File: src/rtl/fix_value_decoder.sv
// Decodes one ASCII FIX field value, one character per clock, into an unsigned
// binary magnitude, a sign flag and a count of fractional digits.
module fix_value_decoder #(
  parameter int VALUE_WIDTH  = 256,
  parameter int RESULT_WIDTH = 64
) (
  input  logic                    clk,
  input  logic                    rst,
  input  logic [VALUE_WIDTH-1:0]  value_i,
  input  logic                    value_valid_i,
  output logic                    busy_o,
  output logic                    result_valid_o,
  output logic [RESULT_WIDTH-1:0] int_o,
  output logic [5:0]              frac_digits_o,
  output logic                    neg_o,
  output logic                    error_o
);

  localparam int MAX_CHARS = VALUE_WIDTH / 8;
  localparam int CW        = (MAX_CHARS > 1) ? $clog2(MAX_CHARS) : 1;
  localparam int AW        = RESULT_WIDTH + 4;
  localparam logic [CW-1:0] LAST_CHAR = CW'(MAX_CHARS - 1);

  typedef enum logic [1:0] {
    IDLE  = 2'd0,
    PARSE = 2'd1,
    DONE  = 2'd2
  } state_t;

  state_t                  state, state_next;
  logic [VALUE_WIDTH-1:0]  shreg, shreg_next;
  logic [RESULT_WIDTH-1:0] acc, acc_next;
  logic [CW-1:0]           cnt, cnt_next;
  logic [5:0]              frac_cnt, frac_cnt_next;
  logic                    frac_flag, frac_flag_next;
  logic                    neg, neg_next;
  logic                    seen, seen_next;
  logic                    fail, stop, err_final;
  logic [7:0]              ch;
  logic [AW-1:0]           prod;

  // Next-state and datapath decode for the character at the top of the shift register
  always_comb begin
    state_next     = state;
    shreg_next     = shreg;
    acc_next       = acc;
    cnt_next       = cnt;
    frac_cnt_next  = frac_cnt;
    frac_flag_next = frac_flag;
    neg_next       = neg;
    seen_next      = seen;
    fail           = 1'b0;
    stop           = 1'b0;
    err_final      = 1'b0;
    ch             = shreg[VALUE_WIDTH-1 -: 8];
    // Extra 4 bits hold acc*10+9 so overflow past RESULT_WIDTH is visible
    prod           = AW'(acc) * AW'(4'd10) + AW'(ch - 8'h30);
    case (state)
      IDLE: begin
        if (value_valid_i) begin
          state_next     = PARSE;
          shreg_next     = value_i;
          acc_next       = '0;
          cnt_next       = '0;
          frac_cnt_next  = 6'd0;
          frac_flag_next = 1'b0;
          neg_next       = 1'b0;
          seen_next      = 1'b0;
        end else begin
          state_next = IDLE;
        end
      end
      PARSE: begin
        shreg_next = shreg << 8;
        cnt_next   = cnt + CW'(1);
        if (ch >= 8'h30 && ch <= 8'h39) begin
          if (prod[AW-1:RESULT_WIDTH] != 4'd0) begin
            fail = 1'b1;
          end else begin
            acc_next  = prod[RESULT_WIDTH-1:0];
            seen_next = 1'b1;
            if (frac_flag) begin
              frac_cnt_next = frac_cnt + 6'd1;
            end else begin
              frac_cnt_next = frac_cnt;
            end
          end
        end else if (ch == 8'h2D) begin
          if (cnt == '0) begin
            neg_next = 1'b1;
          end else begin
            fail = 1'b1;
          end
        end else if (ch == 8'h2E) begin
          if (frac_flag) begin
            fail = 1'b1;
          end else begin
            frac_flag_next = 1'b1;
          end
        end else if (ch == 8'h00 || ch == 8'h01) begin
          stop = 1'b1;
        end else begin
          fail = 1'b1;
        end
        if (fail || stop || cnt == LAST_CHAR) begin
          state_next = DONE;
          err_final  = fail || !seen_next;
        end else begin
          state_next = PARSE;
        end
      end
      DONE: begin
        state_next = IDLE;
      end
      default: begin
        state_next = IDLE;
      end
    endcase
  end

  // State, working registers and registered result outputs
  always_ff @(posedge clk) begin
    if (rst) begin
      state          <= IDLE;
      shreg          <= '0;
      acc            <= '0;
      cnt            <= '0;
      frac_cnt       <= 6'd0;
      frac_flag      <= 1'b0;
      neg            <= 1'b0;
      seen           <= 1'b0;
      busy_o         <= 1'b0;
      result_valid_o <= 1'b0;
      int_o          <= '0;
      frac_digits_o  <= 6'd0;
      neg_o          <= 1'b0;
      error_o        <= 1'b0;
    end else begin
      state          <= state_next;
      shreg          <= shreg_next;
      acc            <= acc_next;
      cnt            <= cnt_next;
      frac_cnt       <= frac_cnt_next;
      frac_flag      <= frac_flag_next;
      neg            <= neg_next;
      seen           <= seen_next;
      busy_o         <= (state_next != IDLE);
      result_valid_o <= (state == PARSE) && (state_next == DONE);
      if (state == PARSE && state_next == DONE) begin
        if (err_final) begin
          int_o         <= '0;
          frac_digits_o <= 6'd0;
          neg_o         <= 1'b0;
          error_o       <= 1'b1;
        end else begin
          int_o         <= acc_next;
          frac_digits_o <= frac_cnt_next;
          neg_o         <= neg_next;
          error_o       <= 1'b0;
        end
      end else begin
        int_o         <= int_o;
        frac_digits_o <= frac_digits_o;
        neg_o         <= neg_o;
        error_o       <= error_o;
      end
    end
  end

endmodule
File: config.mk
export PLATFORM = sky130hd
export DESIGN_NAME = fix_value_decoder
export DESIGN_NICKNAME = d
export VERILOG_FILES = /design/src/rtl/fix_value_decoder.sv
export SDC_FILE = /design/constraint.sdc
export NUM_CORES = 1
export LEC_CHECK = 0
export ABC_AREA = 0
export BUFFER_PORTS_ARGS = -buffer_cell sky130_fd_sc_hd__buf_2
export CAP_MARGIN = 25
export CELL_PAD_IN_SITES_DETAIL_PLACEMENT = 0
export CELL_PAD_IN_SITES_GLOBAL_PLACEMENT = 1
export CORE_UTILIZATION = 26
export DETAILED_ROUTE_END_ITERATION = 8
export GPL_TIMING_DRIVEN = 0
export PLACE_DENSITY = 0.56
export SLEW_MARGIN = 20
export SYNTH_ARGS = -nofsm -noshare
export SYNTH_HDL_FRONTEND = slang
export SYNTH_SLANG_ARGS = --single-unit
export TNS_END_PERCENT = 10
File: constraint.sdc
create_clock -name clk -period 18.6 [get_ports clk]
set_clock_uncertainty 0.05 [all_clocks]
set_input_delay 1.86 -clock clk [delete_from_list [all_inputs] [get_ports clk]]
set_output_delay 1.86 -clock clk [all_outputs]
set_load 0.01 [all_outputs]
; ---- After elaboration in Yosys (flattened, before gate mapping)
; Cells that the tools add are included.
[word_totals]
reg_bits = 410
output_inout_bits = 74
wordCells = 95
[classes]
addsub = 4
mul = 1
magnitude_cmp = 2
n_eq_ne = 10
mux = 49
n_reduce_logical = 15
[op_table]
columns = op, n
row1 = case mux 256 bit (2 select lines), 1
row2 = two-way mux 256 bit, 1
row3 = two-way mux 64 bit, 4
row4 = case mux 64 bit (2 select lines), 1
row5 = adder 68 bit, 1
row6 = "multiplier 64 x 3 -> 67 bit, second input constant", 1
row7 = two-way mux 6 bit, 5
row8 = two-way mux 1 bit, 29
row9 = "== test 8 x 6 -> 1 bit, second input constant", 2
row10 = case mux 6 bit (2 select lines), 1
row11 = case mux 5 bit (2 select lines), 1
row12 = "subtractor 8 x 6 -> 9 bit, second input constant", 1
row13 = "== test 8 x 1 -> 1 bit, second input constant", 1
row14 = ">= comparator 8 x 6 -> 1 bit, second input constant", 1
row15 = "less-or-equal comparator 8 x 6 -> 1 bit, second input constant", 1
row16 = logical NOT 8 bit, 1
row17 = "!= test 2 bit, second input constant", 4
row18 = "adder 6 x 1 -> 6 bit, second input constant", 1
row19 = case mux 1 bit (2 select lines), 3
row20 = "adder 5 x 1 -> 5 bit, second input constant", 1
row21 = "== test 5 bit, second input constant", 1
row22 = logical NOT 5 bit, 1
row23 = two-way mux 5 bit, 1
row24 = AND reduction 5 bit, 1
row25 = other kinds (11), 16

; ---- Depth between registers and ports, before layout
[logic_depth]
depth_word = 13
ltp_mapped = 32
ltp_nobuf = 29

; ---- Worst setup path after synthesis
; Ideal clock, no wire load.
[synth_timing]
path_type = register to register
startpoint = register shreg[252]
endpoint = register int_o[62]
setup_time_ns = 0.117
arrival_ns = 7.712
t_required_ns = 18.433
path_slack_ns = 10.721
stages_incl_launch_ff = 18
synth_period_minus_slack_ns = 7.879
path_cell_list = dfxtp_1 -> ha_1 -> nor3_1 -> ha_1 -> buf_4 -> nand3_1 -> nor2_1 -> a32o_1 -> a2111oi_0 -> o22a_1 -> o211ai_1 -> o21bai_1 -> a311oi_1 -> or3_1 -> a21o_1 -> buf_4 -> a22o_1 -> a22o_1
[synth_via]
elab_chain_cells = 13
word_cells_on_any_way = 39
[synth_rtl]
columns = element, line_no
row1 = start: declaration, 31  ; logic [VALUE_WIDTH-1:0] shreg, shreg_next;
row2 = start signal: assignment, 140  ; shreg <= shreg_next;
row3 = branches (longest 13 deep; another with adder 68 bit), -
row4 = end signal: assignment, 156  ; int_o <= acc_next;
row5 = end signal: assignment, 162  ; int_o <= int_o;
row6 = end: declaration, 13  ; output logic [RESULT_WIDTH-1:0] int_o,
; Parallel ways; which one is timed is not known. The select of a mux whose other input is x is not followed.
; A chain may end at the register's enable or synchronous reset.

; ---- Final worst setup path
[layout_timing]
startpoint = register acc[1]
endpoint = register frac_digits_o[3]
[layout_via]
elab_chain_cells = 12
word_cells_on_any_way = 23
[layout_rtl]
columns = element, line_no
row1 = start: declaration, 32  ; logic [RESULT_WIDTH-1:0] acc, acc_next;
row2 = start signal: assignment, 141  ; acc <= acc_next;
row3 = multiplier 64 x 3 -> 67 bit *, 57  ; prod = AW'(acc) * AW'(4'd10) + AW'(ch - 8'h30);
row4 = adder 68 bit *, 57
row5 = nonzero test 4 bit *, 77  ; if (prod[AW-1:RESULT_WIDTH] != 4'd0) begin
row6 = two-way mux 1 bit, 77
row7 = two-way mux 1 bit, 76  ; if (ch >= 8'h30 && ch <= 8'h39) begin
row8 = two-way mux 1 bit, 58  ; case (state)
row9 = logical OR 1 bit (2 in a row), 105  ; if (fail || stop || cnt == LAST_CHAR) begin
row10 = two-way mux 2 bit, 105
row11 = case mux 2 bit (2 select lines), 58
row12 = == test 2 bit, 149  ; if (state == PARSE && state_next == DONE) begin
row13 = logical AND 1 bit, 149
row14 = end signal: assignment, 157  ; frac_digits_o <= frac_cnt_next;
row15 = end signal: assignment, 163  ; frac_digits_o <= frac_digits_o;
row16 = end: declaration, 14  ; output logic [5:0] frac_digits_o,
; Mark *: on every way between the ends. The rest lies on a longest branch, timed or not. The select of a mux whose other input is x is not followed.

==> results.yml <==
sta:
  tightest_slew_ns: 0.943
  period_needed_ns: 9.15
  rsz0062_at_grt: "false"
  setup_violations: 0
  setup_tns_ns: 0
  finalCritPeriodShare_pct: 49.2
  max_freq_mhz: 109
  finalHoldViolations: 0
  finalMaxSlewViolations: 0
  maxSlewHeadroom_pct: 36.5
clock_network:
  insertion_delay_ns: 0.63
  cts.sinks: 410
  clkTransAtPathRegs_ns: 0.06
  cts-resized-gates: 0
  post_cts_buffers: 0
  cts_made_buffers: 51
  clk_path_buf_depth: 3
  htree_num_levels: 2
  cts_hold_buf: 0
  cts_root_buf: "clkbuf_16"
  tritoncts: "built"
worst_setup_path:
  ff2ff_setup_slack_ns: 9.45
  reg2reg_from: "acc[1]$_SDFF_PP0_"
  crit_type: "flip-flop to flip-flop"
  end_kind: "flip-flop"
  timing.rr.end: "frac_digits_o[3]$_SDFFE_PP0P_"
  critPathMaxFanout: 10
  startpoint_type: "flip-flop"
  worstPathArrival_ns: 9.66
  required_ns: 19.11
  path_common_cell: "nand2_1"
  critPathSlowestCell: "a31oi_4"
  slowest_delay_ns: 0.65
  reg2regPathDepth: 30
floorplan:
  core_area_um2: 91500
  die-area_um2: 93500
  die_h_um: 306
  num_rows: 111
  ioPinCount: 333
  die_w_um: 306
  initial_utilization_pct: 26.2
final_layout:
  final_common_cell: "nand2_1"
  drive_gt1_share_pct: 13.2
  area_growth_pct: 20.9
  mostFrequentLayoutCells: "543 x nand2_1, 410 x dfxtp_1, 355 x nor2_1"
  fillCellCount: 10118
  nets: 3892
min_path:
  hold_end: "int_o[39]$_SDFFE_PP0P_"
  min_from: "int_o[39]$_SDFFE_PP0P_"
  holdPathStages: 2
  hold_path_class: "flip-flop to flip-flop"
power_and_ir_drop:
  power_frac_clock_pct: 42.3
  switchingPower_uw: 766
  p_seq_share_pct: 39.3
  p_per_area_nw_per_um2: 86.3
  sw_frac_of_total_pct: 30.6
  p_int_uw: 1740
  finalPower_uw: 2500
  power_frac_comb_pct: 18.3
  p_leak_uw: 0.0129
  ir_drop_mv: 0.0682
global_route:
  grt_usage_pct: 18.5
  grt_pass1_wl_mm: 137
  grt_pass1_vias: 23808
  gr-total-overflow: 0
  antenna_found_initial: 24
  grt_max_degree: 17
yosys:
  syn_inst: 3042
  netlist_top_cells_area: "dfxtp_1 34%, ha_1 10%, nand2_1 8.5%"
  syn_nets: 3502
  ys_warn_count: 0
  yosysTopAreaCell: "dfxtp_1"
  yosysSeqAreaShare_pct: 34.2
  syn_avg_cell_area_um2: 7.88
  synth_async_sr_flop_share_pct: 0
  synth_edf_count: 0
  yosys_most_used_dff: "dfxtp_1"
  synth_cell_types: 75
  synth_top_cell_area_share_pct: 34.2
  ys_ff_latch: 410
  synth.cell_area_um2: 24000
placed_design:
  place_congestion: 0.818
  dp_hpwl_mm: 69.9
  port-buffer-count: 331
route:
  drtIter0Drc: 1223
  ant_nets: 0
  drc: 0
  wirelength_mm: 88.3
  vias: 23380
  dr.pass1.iters: 5
  wl_per_cell_um: 18.9
  avgViaCountPerCell: 5.01
job:
  max_cap_viol_count: 0
status:
  status: "finished clean"
[through the flow]
stage	setup slack, ns	util, %	cell area [µm²]	hold slack [ns]	std cells
after floorplan	10.72	-	24000	0.397	3042
after global placement	6.99	29.6	27100	0.385	4559
after detailed placement	9.36	29.7	27200	0.388	4565
after CTS	9.30	31.6	29000	0.396	4654
after global routing	8.69	31.7	29000	0.414	4660
final	9.45	31.7	29000	0.391	4664
[power by group through the flow]
stage	Combinational [µW]	Sequential, µW	Clock (µW)
floorplan	307	989	0
global placement	462	1000	0
detailed placement	464	1000	0
CTS	466	984	1090
global route	517	991	1130
finish	459	984	1060
[per-layer routing]
metal | global-route usage (%) | wire length (µm)
met3 | 3.75 | 4310
met1 | 23.3 | 39500
met4 | 4.14 | 1680
met5 | 0 | 154
met2 | 32.2 | 42600
[worst max-delay path by stage]
stage / start / end / slack [ns] / depth (start not counted)
5_1_grt: acc[1]$_SDFF_PP0_ / int_o[0]$_SDFFE_PP0P_ / 8.69 / 31
3_5_place_dp: acc[1]$_SDFF_PP0_ / frac_digits_o[3]$_SDFFE_PP0P_ / 9.36 / 30
2_1_floorplan: shreg[252]$_SDFFE_PP0P_ / int_o[62]$_SDFFE_PP0P_ / 10.72 / 17
4_1_cts: acc[1]$_SDFF_PP0_ / frac_digits_o[3]$_SDFFE_PP0P_ / 9.30 / 30
6_report: acc[1]$_SDFF_PP0_ / frac_digits_o[3]$_SDFFE_PP0P_ / 9.45 / 30
3_3_place_gp: shreg[253]$_SDFFE_PP0P_ / frac_digits_o[5]$_SDFFE_PP0P_ / 6.99 / 16
[worst max-delay path: cells and delay by family (launching register included)]
family | cells | cell delay [ns]
AO/OA/AOI/OAI | 13 | 4.38
buffers and inverters | 4 | 0.86
adder cells (fa/ha/maj) | 4 | 1.19
XOR/XNOR | 1 | 0.19
AND/OR/NAND/NOR | 8 | 2.04
flip-flops | 1 | 0.36
[final cells by class]
class,instances,area [µm²],area share [%]
tap,1186,1480,5.12
sequential,410,8210,28.3
timing repair buffer,337,1710,5.88
multi-input combinational,2309,14500,50.0
clock inverter,21,340,1.17
clock buffer,68,1450,5.00
buffer,211,870,3.00
antenna,10,25.0,0.0863
inverter,112,420,1.45
[cell families (layout without fill, tap and decap cells)]
family | count (synthesis) | in the layout | share of synthesized area [%]
AO/OA/AOI/OAI | 911 | 911 | 26.8
AND/OR/NAND/NOR | 1072 | 1072 | 18.5
other | 0 | 10 | 0
multiplexers | 5 | 5 | 0.214
buffers and inverters | 323 | 749 | 5.37
XOR/XNOR | 120 | 120 | 4.38
flip-flops | 410 | 410 | 34.2
adder cells (fa/ha/maj) | 201 | 201 | 10.5
[state kept, by name, summed over array words and instances, names as in the netlist, 2 cells and up]
name           cells
acc               64
cnt                5
frac_cnt           6
frac_digits_o      6
int_o             64
shreg            256
state              2
[synth_stat cells (29+ instances only)]
master    count
nand2_1     543
dfxtp_1     410
nor2_1      355
ha_1        199
a311oi_1    185
clkbuf_1    173
a21oi_1     146
inv_1       110
o21ai_0      83
a22oi_1      76
xnor2_1      76
a21o_1       72
a221oi_1     71
o22ai_1      71
o21ai_1      63
xor2_1       44
nand3_1      34
nand4_1      29
Power figures use the tool's default switching activity.
